**src/rtl/uart_mem_dumper.sv**
```systemverilog
// Streams DEPTH_BYTES of word memory out an 8N1 UART, little-endian, word 0 first.
// Each bit lasts CLK_FREQ/BAUD cycles; word fetches add 2 stop-high cycles; start is ignored while busy.
module uart_mem_dumper #(
  parameter int CLK_FREQ    = 100_000_000,
  parameter int BAUD        = 9600,
  parameter int DEPTH_BYTES = 256,
  localparam int AW = (DEPTH_BYTES / 4 > 1) ? $clog2(DEPTH_BYTES / 4) : 1
) (
  input  logic          clk,
  input  logic          rst_n,
  input  logic          start,
  output logic [AW-1:0] mem_addr,
  input  logic [31:0]   mem_rdata,
  output logic          TxD,
  output logic          busy,
  output logic          done
);

  localparam int DIV       = CLK_FREQ / BAUD;
  localparam int DW        = (DIV > 1) ? $clog2(DIV) : 1;
  localparam int LAST_WORD = DEPTH_BYTES / 4 - 1;

  typedef enum logic [2:0] {IDLE, FETCH, LATCH, START_BIT, DATA_BITS, STOP_BIT} state_t;

  state_t        state, state_nxt;
  logic [DW-1:0] div_cnt, div_cnt_nxt;
  logic [2:0]    bit_cnt, bit_cnt_nxt;
  logic [1:0]    byte_idx, byte_idx_nxt;
  logic [AW-1:0] addr, addr_nxt;
  logic [31:0]   shreg, shreg_nxt;
  logic          done_nxt;
  logic [7:0]    cur_byte;
  logic          bit_end;

  always_ff @(posedge clk) begin
    if (!rst_n) begin
      state    <= IDLE;
      div_cnt  <= '0;
      bit_cnt  <= '0;
      byte_idx <= '0;
      addr     <= '0;
      shreg    <= '0;
      done     <= 1'b0;
    end else begin
      state    <= state_nxt;
      div_cnt  <= div_cnt_nxt;
      bit_cnt  <= bit_cnt_nxt;
      byte_idx <= byte_idx_nxt;
      addr     <= addr_nxt;
      shreg    <= shreg_nxt;
      done     <= done_nxt;
    end
  end

  assign bit_end  = (div_cnt == DW'(DIV - 1));
  assign cur_byte = shreg[7:0];
  assign mem_addr = addr;
  assign busy     = (state != IDLE);

  always_comb begin
    TxD = 1'b1;
    if (state == START_BIT) TxD = 1'b0;
    else if (state == DATA_BITS) TxD = cur_byte[bit_cnt];
  end

  always_comb begin
    state_nxt    = state;
    div_cnt_nxt  = div_cnt;
    bit_cnt_nxt  = bit_cnt;
    byte_idx_nxt = byte_idx;
    addr_nxt     = addr;
    shreg_nxt    = shreg;
    done_nxt     = 1'b0;
    case (state)
      IDLE: begin
        // done is high in the first idle cycle; a start there is dropped
        if (start && !done) begin
          state_nxt    = FETCH;
          addr_nxt     = '0;
          byte_idx_nxt = '0;
          bit_cnt_nxt  = '0;
          div_cnt_nxt  = '0;
        end
      end
      FETCH: state_nxt = LATCH;
      LATCH: begin
        shreg_nxt   = mem_rdata;
        div_cnt_nxt = '0;
        state_nxt   = START_BIT;
      end
      START_BIT: begin
        if (bit_end) begin
          div_cnt_nxt = '0;
          bit_cnt_nxt = '0;
          state_nxt   = DATA_BITS;
        end else begin
          div_cnt_nxt = div_cnt + 1'b1;
        end
      end
      DATA_BITS: begin
        if (bit_end) begin
          div_cnt_nxt = '0;
          if (bit_cnt == 3'd7) state_nxt = STOP_BIT;
          else bit_cnt_nxt = bit_cnt + 1'b1;
        end else begin
          div_cnt_nxt = div_cnt + 1'b1;
        end
      end
      STOP_BIT: begin
        if (bit_end) begin
          div_cnt_nxt = '0;
          if (byte_idx != 2'd3) begin
            byte_idx_nxt = byte_idx + 1'b1;
            shreg_nxt    = {8'h00, shreg[31:8]};
            state_nxt    = START_BIT;
          end else if (addr != AW'(LAST_WORD)) begin
            addr_nxt     = addr + 1'b1;
            byte_idx_nxt = '0;
            state_nxt    = FETCH;
          end else begin
            done_nxt  = 1'b1;
            state_nxt = IDLE;
          end
        end else begin
          div_cnt_nxt = div_cnt + 1'b1;
        end
      end
      default: state_nxt = IDLE;
    endcase
  end

endmodule

```
**config.mk**
```make
export PLATFORM = sky130hd
export DESIGN_NAME = uart_mem_dumper
export DESIGN_NICKNAME = d
export VERILOG_FILES = /design/src/rtl/uart_mem_dumper.sv
export SDC_FILE = /design/constraint.sdc
export NUM_CORES = 1
export LEC_CHECK = 0
export ABC_AREA = 1
export ABC_CLOCK_PERIOD_IN_PS = 1600
export BUFFER_PORTS_ARGS = -buffer_cell sky130_fd_sc_hd__buf_2
export CELL_PAD_IN_SITES_DETAIL_PLACEMENT = 2
export CELL_PAD_IN_SITES_GLOBAL_PLACEMENT = 2
export CORE_AREA = 2 2 95 133
export CTS_CLUSTER_DIAMETER = 80
export DETAILED_ROUTE_END_ITERATION = 12
export DIE_AREA = 0 0 97 135
export PLACE_DENSITY = 0.79
export SLEW_MARGIN = 20
export SYNTH_ARGS = -nofsm -noshare
export SYNTH_HDL_FRONTEND = slang
export SYNTH_SLANG_ARGS = --single-unit
```
**constraint.sdc**
```tcl
create_clock -name clk -period 1.6 [get_ports clk]
set_clock_uncertainty 0.15 [all_clocks]
set_input_delay 0.08 -clock clk [delete_from_list [all_inputs] [get_ports clk]]
set_output_delay 0.08 -clock clk [all_outputs]
set_load 0.05 [all_outputs]
```
==> results.sh, run 1 <==
export IMPL_run_status="finished, violations left"
export IMPL_violations="hold timing, setup timing"
export IMPL_min_from="mem_rdata[10]"
export IMPL_fin_nets=689
export IMPL_drc_errors=0
export IMPL_area_growth_synth_to_final_pct=84.0
export IMPL_totalWireLength_mm=23.1
export IMPL_cts_buffer_depth=2
export IMPL_crit_path_max_fanout=3
export IMPL_slowest_delay_ps=410
export IMPL_setup_viol=61
export IMPL_fillCellCount=1229
export IMPL_grt_usage_pct=25.5
export IMPL_clock_latency_ps=360
export IMPL_r2r_start="div_cnt[3]"
export IMPL_synth_area_leaders="dfxtp_1 (37%), nand2_1 (16%), a21oi_1 (8.7%), o21ai_0 (7.4%), inv_1 (6.1%)"
export IMPL_drtAntennaViolNets=0
export IMPL_yosys_area_top_type="dfxtp_1"
export IMPL_ir_drop_uv=1250
export IMPL_p_leak_nw=2.42
export IMPL_start_util_pct=27.6
export IMPL_synthCells=507
export IMPL_rsz0062_at_grt="yes"
export IMPL_post_route_period_util_pct=124
export IMPL_die_w_um=97
export IMPL_hold_path_class="input pin to flip-flop"
export IMPL_io_buffers=43
export IMPL_antenna_found_initial=0
export IMPL_clock_fmax_ghz=0.503
export IMPL_dp_hpwl_mm=9.54
export IMPL_drive_gt1_share_pct=52.3
export IMPL_worst_pin_slew_ps=693
export IMPL_dr_pass1_iters=4
export IMPL_coreArea_um2=11800
export IMPL_finalSetupTns_ps=-13200
export IMPL_hold_viol=1
export IMPL_critPathSlowestCell="dfxtp_1"
export IMPL_avgSynthCellArea_um2=6.44
export IMPL_ff2ff_setup_slack_ps=-390
export IMPL_pre_cts_slack_ps=-240
export IMPL_path_clk_slew_ps=60
export IMPL_cp_end_kind="flip-flop"
export IMPL_slew_headroom_pct=53.3
export IMPL_cts_tree="done"
export IMPL_syn_area_um2=3260
export IMPL_maxCapViolCount=0
export IMPL_cp_num_buf_inv=1
export IMPL_min_to="shreg[10]"
export IMPL_cp_cell_sequence="buf_4, nand2_1, nor2_1, nand2_1, nor2_1, nand4_1, nor2_1, nor2_1"
export IMPL_htreeDepth=3
export IMPL_arrival_ps=2080
export IMPL_fin_ws_ps=-386
export IMPL_clkSinkCount=61
export IMPL_ios=44
export IMPL_whs_ps=-6.14
export IMPL_wl_per_cell_um=28.8
export IMPL_grt_max_degree=31
export IMPL_drtIter0Drc=257
export IMPL_fin_util_pct=50.8
export IMPL_cp_top_family="simple AND/OR/NAND/NOR gates"
export IMPL_pwr_density_cell_nw_per_um2=1910
export IMPL_synth_top_area_share_pct=37.4
export IMPL_synth_net_count=547
export IMPL_critPathLaunchType="flip-flop"
export IMPL_yosys_warnings=0
export IMPL_reg2reg_to="div_cnt[13]"
export IMPL_chipHeight_um=135
export IMPL_synth_distinct_cells=23
export IMPL_gp_congestion=0.776
export IMPL_ff_latch_area_um2=1250
export IMPL_gr_total_overflow=0
export IMPL_grt_pass1_wl_mm=25.6
export IMPL_rows=47
export IMPL_r2r_cells=8
export IMPL_yosysSeqAreaShare_pct=37.4
export IMPL_ys_seq_elements=61
export IMPL_hold_depth=5
export IMPL_vias=4499
export IMPL_n_antenna_cell=0
export IMPL_cts_made_buffers=9
export IMPL_drv_slew=0
export IMPL_grt_pass1_vias=4737
export IMPL_cp_data_required_time_ps=1700
export IMPL_die_area_um2=13100
export IMPL_cp_common_cell="nor2_1"
export IMPL_multi_input_area_um2=2630
export IMPL_via_per_inst=5.62
export IMPL_min_period_ps=1990
export IMPL_critical_path_class="flip-flop to flip-flop"
export IMPL_cts_root_buf="clkbuf_16"
==> what timing repair did <==
action,4_1_cts,5_1_grt
hold buffers,12,0
cloned,1,6
setup buffers,11,16
endpoints found under the hold margin,16,0
endpoints found under the setup margin,62,63
pin swaps,12,50
resized for setup,80,223
==> cell type report <==
type / count / area share [%]
sequential: 61 / 20.9
clock buffer: 10 / 4.17
inverter: 54 / 3.67
clock inverter: 6 / 1.52
tap: 147 / 3.06
timing repair buffer: 151 / 22.9
multi-input combinational: 372 / 43.8
==> cell usage after synthesis, drive strengths merged <==
master / n
a21oi: 57
o21bai: 1
a21boi: 1
ha: 5
nand2: 147
o21ai: 48
nand3b: 1
clkbuf: 9
inv: 54
xor2: 3
nor3: 9
dfxtp: 61
nand3: 40
nor2: 48
nand4: 12
buf: 11
==> per-stage QoR <==
step / total power, mW / std cells / area [µm²]
2_1_floorplan: 3.93 / 507 / 3310
3_3_place_gp: 5.35 / 744 / 4150
3_5_place_dp: 5.54 / 744 / 4150
4_1_cts: 8.60 / 784 / 4940
5_1_grt: 11.8 / 801 / 6000
6_report: 11.5 / 801 / 6000
==> state kept, by name, indices dropped and copies added, names as in the netlist <==
signal and cells:
bit_cnt 3, state 3, done 1, div_cnt 14, mem_addr 6, byte_idx 2, shreg 32
==> logic make-up after synthesis <==
group,share of synthesized area [%]
XOR/XNOR,0.805
AND/OR/NAND/NOR,33.7
AO/OA/AOI/OAI,16.6
flip-flops,37.4
buffers and inverters,9.59
adder cells (fa/ha/maj),1.92
==> metal layers <==
layer	part of all wire, %	GRT usage, %	vias to the layer above
met5	0	0	-
met4	7.1	13.1	0
met3	4.3	3.67	101
met2	54	51.1	189
met1	35	24.9	2273
li1	-	-	1936
==> power breakdown <==
group / switching [mW] / internal [mW]
clock network: 0.900 / 1.47
registers: 0.271 / 1.86
logic: 4.13 / 2.87
==> how the worst max path moves through the flow <==
stage / startpoint / to / slack (ps) / depth (start not counted)
detailed placement: div_cnt[7] / shreg[16] / -240 / 10
floorplan: done / mem_addr[4] / 0.03 / 8
CTS: state[0] / TxD / -160 / 9
finish: div_cnt[3] / div_cnt[13] / -390 / 8
global placement: div_cnt[1] / shreg[16] / -140 / 9
global route: div_cnt[3] / div_cnt[13] / -420 / 8
==> worst reg2reg max path, stage by stage, from the launching register on <==
cell and delay [ps]:
dfxtp_1 410, buf_4 180, nand2_1 130, nor2_1 170, nand2_1 150, nor2_1 200, nand4_1 230, nor2_1 200
nor2_1 60
==> cell usage in the layout (no fill, tap or decap), types with 4 or more instances in the layout <==
cell type and count:
a21oi_2 37, nand3_1 21, nor2_1 23, nand2_2 16, nor3_1 6, inv_1 42, nand4_1 12, buf_2 41
nor2_4 11, buf_6 21, buf_12 7, nand3_4 8, clkbuf_16 16, nand3_2 11, dfxtp_2 13, nor2_2 14
o21ai_0 15, inv_2 7, o21ai_4 9, dfxtp_1 44, o21ai_1 12, o21ai_2 12, dlygate4sd3_1 12, nand2_8 5
dfxtp_4 4, nand2_4 24, buf_4 60, a21oi_1 17, nand2_1 102
Power figures use the tool's default switching activity.
==> run 2: changes to the inputs <==
--- a/config.mk
+++ b/config.mk
@@ -10,11 +10,11 @@
 export BUFFER_PORTS_ARGS = -buffer_cell sky130_fd_sc_hd__buf_2
 export CELL_PAD_IN_SITES_DETAIL_PLACEMENT = 2
 export CELL_PAD_IN_SITES_GLOBAL_PLACEMENT = 2
-export CORE_AREA = 2 2 95 133
+export CORE_AREA = 2 2 111 113
 export CTS_CLUSTER_DIAMETER = 80
 export DETAILED_ROUTE_END_ITERATION = 12
-export DIE_AREA = 0 0 97 135
-export PLACE_DENSITY = 0.79
+export DIE_AREA = 0 0 113 115
+export PLACE_DENSITY = 0.8
 export SLEW_MARGIN = 20
 export SYNTH_ARGS = -nofsm -noshare
 export SYNTH_HDL_FRONTEND = slang
==> run 2 against run 1 <==
The run ends with DRC, setup timing left. Critical path depth increased by 3. Register-to-register slack got worse by 50 ps. Combinational power up 10%. Final cell count is 2.2% higher. Global-route usage up 3.1 points. Largest cell class unchanged.
==> results.sh, run 2 (synthesized netlist as in run 1, its figures left out) <==
export IMPL_largest_reg_flops=32
export IMPL_clock_fmax_ghz=0.491
export IMPL_die_w_um=113
export IMPL_crit_path_max_fanout=4
export IMPL_n_antenna_cell=0
export IMPL_cts_root_buf="clkbuf_16"
export IMPL_cp_num_buf_inv=3
export IMPL_die_area_um2=13000
export IMPL_ios=44
export IMPL_rsz0062_at_grt="yes"
export IMPL_pwr_density_cell_nw_per_um2=1890
export IMPL_p_leak_nw=2.57
export IMPL_maxCapViolCount=0
export IMPL_final_common_cell="nand2_1"
export IMPL_hold_viol=0
export IMPL_grt_pass1_wl_mm=27.9
export IMPL_clkSinkCount=61
export IMPL_top_register="shreg"
export IMPL_whs_ps=45.2
export IMPL_grt_pass1_vias=4819
export IMPL_path_clk_slew_ps=80
export IMPL_antenna_found_initial=0
export IMPL_drv_slew=0
export IMPL_drtAntennaViolNets=0
export IMPL_layout_common_cells="nand2_1 (92), buf_4 (52), a21oi_2 (46)"
export IMPL_r2r_cells=11
export IMPL_coreArea_um2=11800
export IMPL_ir_drop_uv=1050
export IMPL_arrival_ps=2130
export IMPL_dr_pass1_iters=9
export IMPL_vias=4554
export IMPL_dp_hpwl_mm=9.40
export IMPL_cp_top_family="simple AND/OR/NAND/NOR gates"
export IMPL_rows=40
export IMPL_drtIter0Drc=312
export IMPL_htreeDepth=3
export IMPL_cts_buffer_depth=2
export IMPL_cp_endpoint="div_cnt[3]"
export IMPL_grt_usage_pct=28.5
export IMPL_fin_nets=707
export IMPL_slew_headroom_pct=57.4
export IMPL_area_growth_synth_to_final_pct=95.5
export IMPL_run_status="finished, violations left"
export IMPL_via_per_inst=5.56
export IMPL_finalPower_mw=12.0
export IMPL_drive_gt1_share_pct=56.7
export IMPL_wl_per_cell_um=29.8
export IMPL_cp_depth=11
export IMPL_crit_start="state[0]"
export IMPL_totalWireLength_mm=24.4
export IMPL_io_buffers=43
export IMPL_cts_tree="done"
export IMPL_post_route_period_util_pct=127
export IMPL_grt_max_degree=41
export IMPL_setup_viol=62
export IMPL_multi_input_area_um2=2980
export IMPL_cts_made_buffers=9
export IMPL_reg2reg_to="div_cnt[3]"
export IMPL_min_period_ps=2040
export IMPL_ff2ff_setup_slack_ps=-440
export IMPL_cp_end_kind="flip-flop"
export IMPL_hold_path_class="input pin to flip-flop"
export IMPL_critPathSlowestCell="dfxtp_4"
export IMPL_fin_ws_ps=-438
export IMPL_violations="DRC, setup timing"
export IMPL_r2r_start="state[0]"
export IMPL_critPathLaunchType="flip-flop"
export IMPL_ff_latch_area_um2=1260
export IMPL_stdcell_count=819
export IMPL_cp_cell_sequence="buf_6, nor2_4, nand2_4, nand2_4, nor2_4, nand2_8, buf_6, buf_4, nand3_1, xor2_1, nor2_1"
export IMPL_slowest_delay_ps=400
export IMPL_worst_pin_slew_ps=638
export IMPL_fillCellCount=1234
export IMPL_cp_data_required_time_ps=1690
export IMPL_gr_total_overflow=0
export IMPL_min_from="mem_rdata[9]"
export IMPL_start_util_pct=27.6
export IMPL_drc_errors=1
export IMPL_critical_path_class="flip-flop to flip-flop"
export IMPL_clock_latency_ps=380
export IMPL_chipHeight_um=115
export IMPL_dp_cells=744
export IMPL_gp_congestion=0.851
run 2: changes by cell type in the layout (fill, tap and decap cells not counted), moves of 6 or more:
cell / change
buf_6: +11
a21oi_1: -12
nand2_1: -10
dlygate4sd3_1: +9
a21oi_2: +9
buf_4: -8
nand3_2: +6
nand3_1: -6
o21ai_0: -6
clkbuf_16: -6
nand2_8: +9
run 2: worst reg2reg max path, cell delays in order (launching register included):
cell,delay (ps)
dfxtp_4,400
buf_6,130
nor2_4,40
nand2_4,80
nand2_4,90
nor2_4,230
nand2_8,110
buf_6,140
buf_4,120
nand3_1,100
xor2_1,230
nor2_1,80
run 2: per-layer routing:
layer | vias up | GRT usage, % | share of wire, %
li1 | 1993 | - | -
met1 | 2334 | 32.0 | 40
met2 | 170 | 51.8 | 51
met3 | 57 | 5.22 | 4.7
met4 | 0 | 14.8 | 4.0
met5 | - | 0 | 0
run 2: area by class of cell:
class                   instances  share of cell area (%)
multi-input cells             380                    46.7
repair buffers                161                    22.5
flip-flops and latches         61                    19.7
clock buffers                  10                    3.75
inverters                      54                    3.37
well taps                     147                    2.88
clock inverters                 6                    1.10
run 2: through the flow:
step | instance area (µm²) | util [%] | TNS (ps) | setup WS, ps
after floorplan | 3310 | - | 0 | 0.0260
after global placement | 4120 | 34.9 | -5470 | -135
after detailed placement | 4120 | 34.9 | -10860 | -263
after CTS | 5080 | 43.0 | -3840 | -129
after global routing | 6380 | 54.0 | -16640 | -441
final | 6380 | 54.0 | -16380 | -438
run 2: timing repair:
action	4_1_cts	5_1_grt
pin swaps	28	60
hold buffers	21	0
gates cloned	4	6
setup buffers	8	22
resized for setup	109	274
endpoints found under the hold margin	25	0
setup endpoints to repair	63	63
run 2: power breakdown:
| part | switching [mW] | internal, mW |
|---|---|---|
| combinational | 4.77 | 2.94 |
| sequential | 0.297 | 1.86 |
| clock | 0.899 | 1.26 |
| total | 5.97 | 6.06 |
run 2: worst min path at each step:
stage	end	slack [ps]	cells past startpoint
floorplan	shreg[24]	80	2
detailed placement	shreg[31]	190	3
CTS	shreg[11]	4	5
global placement	shreg[28]	190	3
global route	shreg[4]	60	5
finish	shreg[9]	50	5
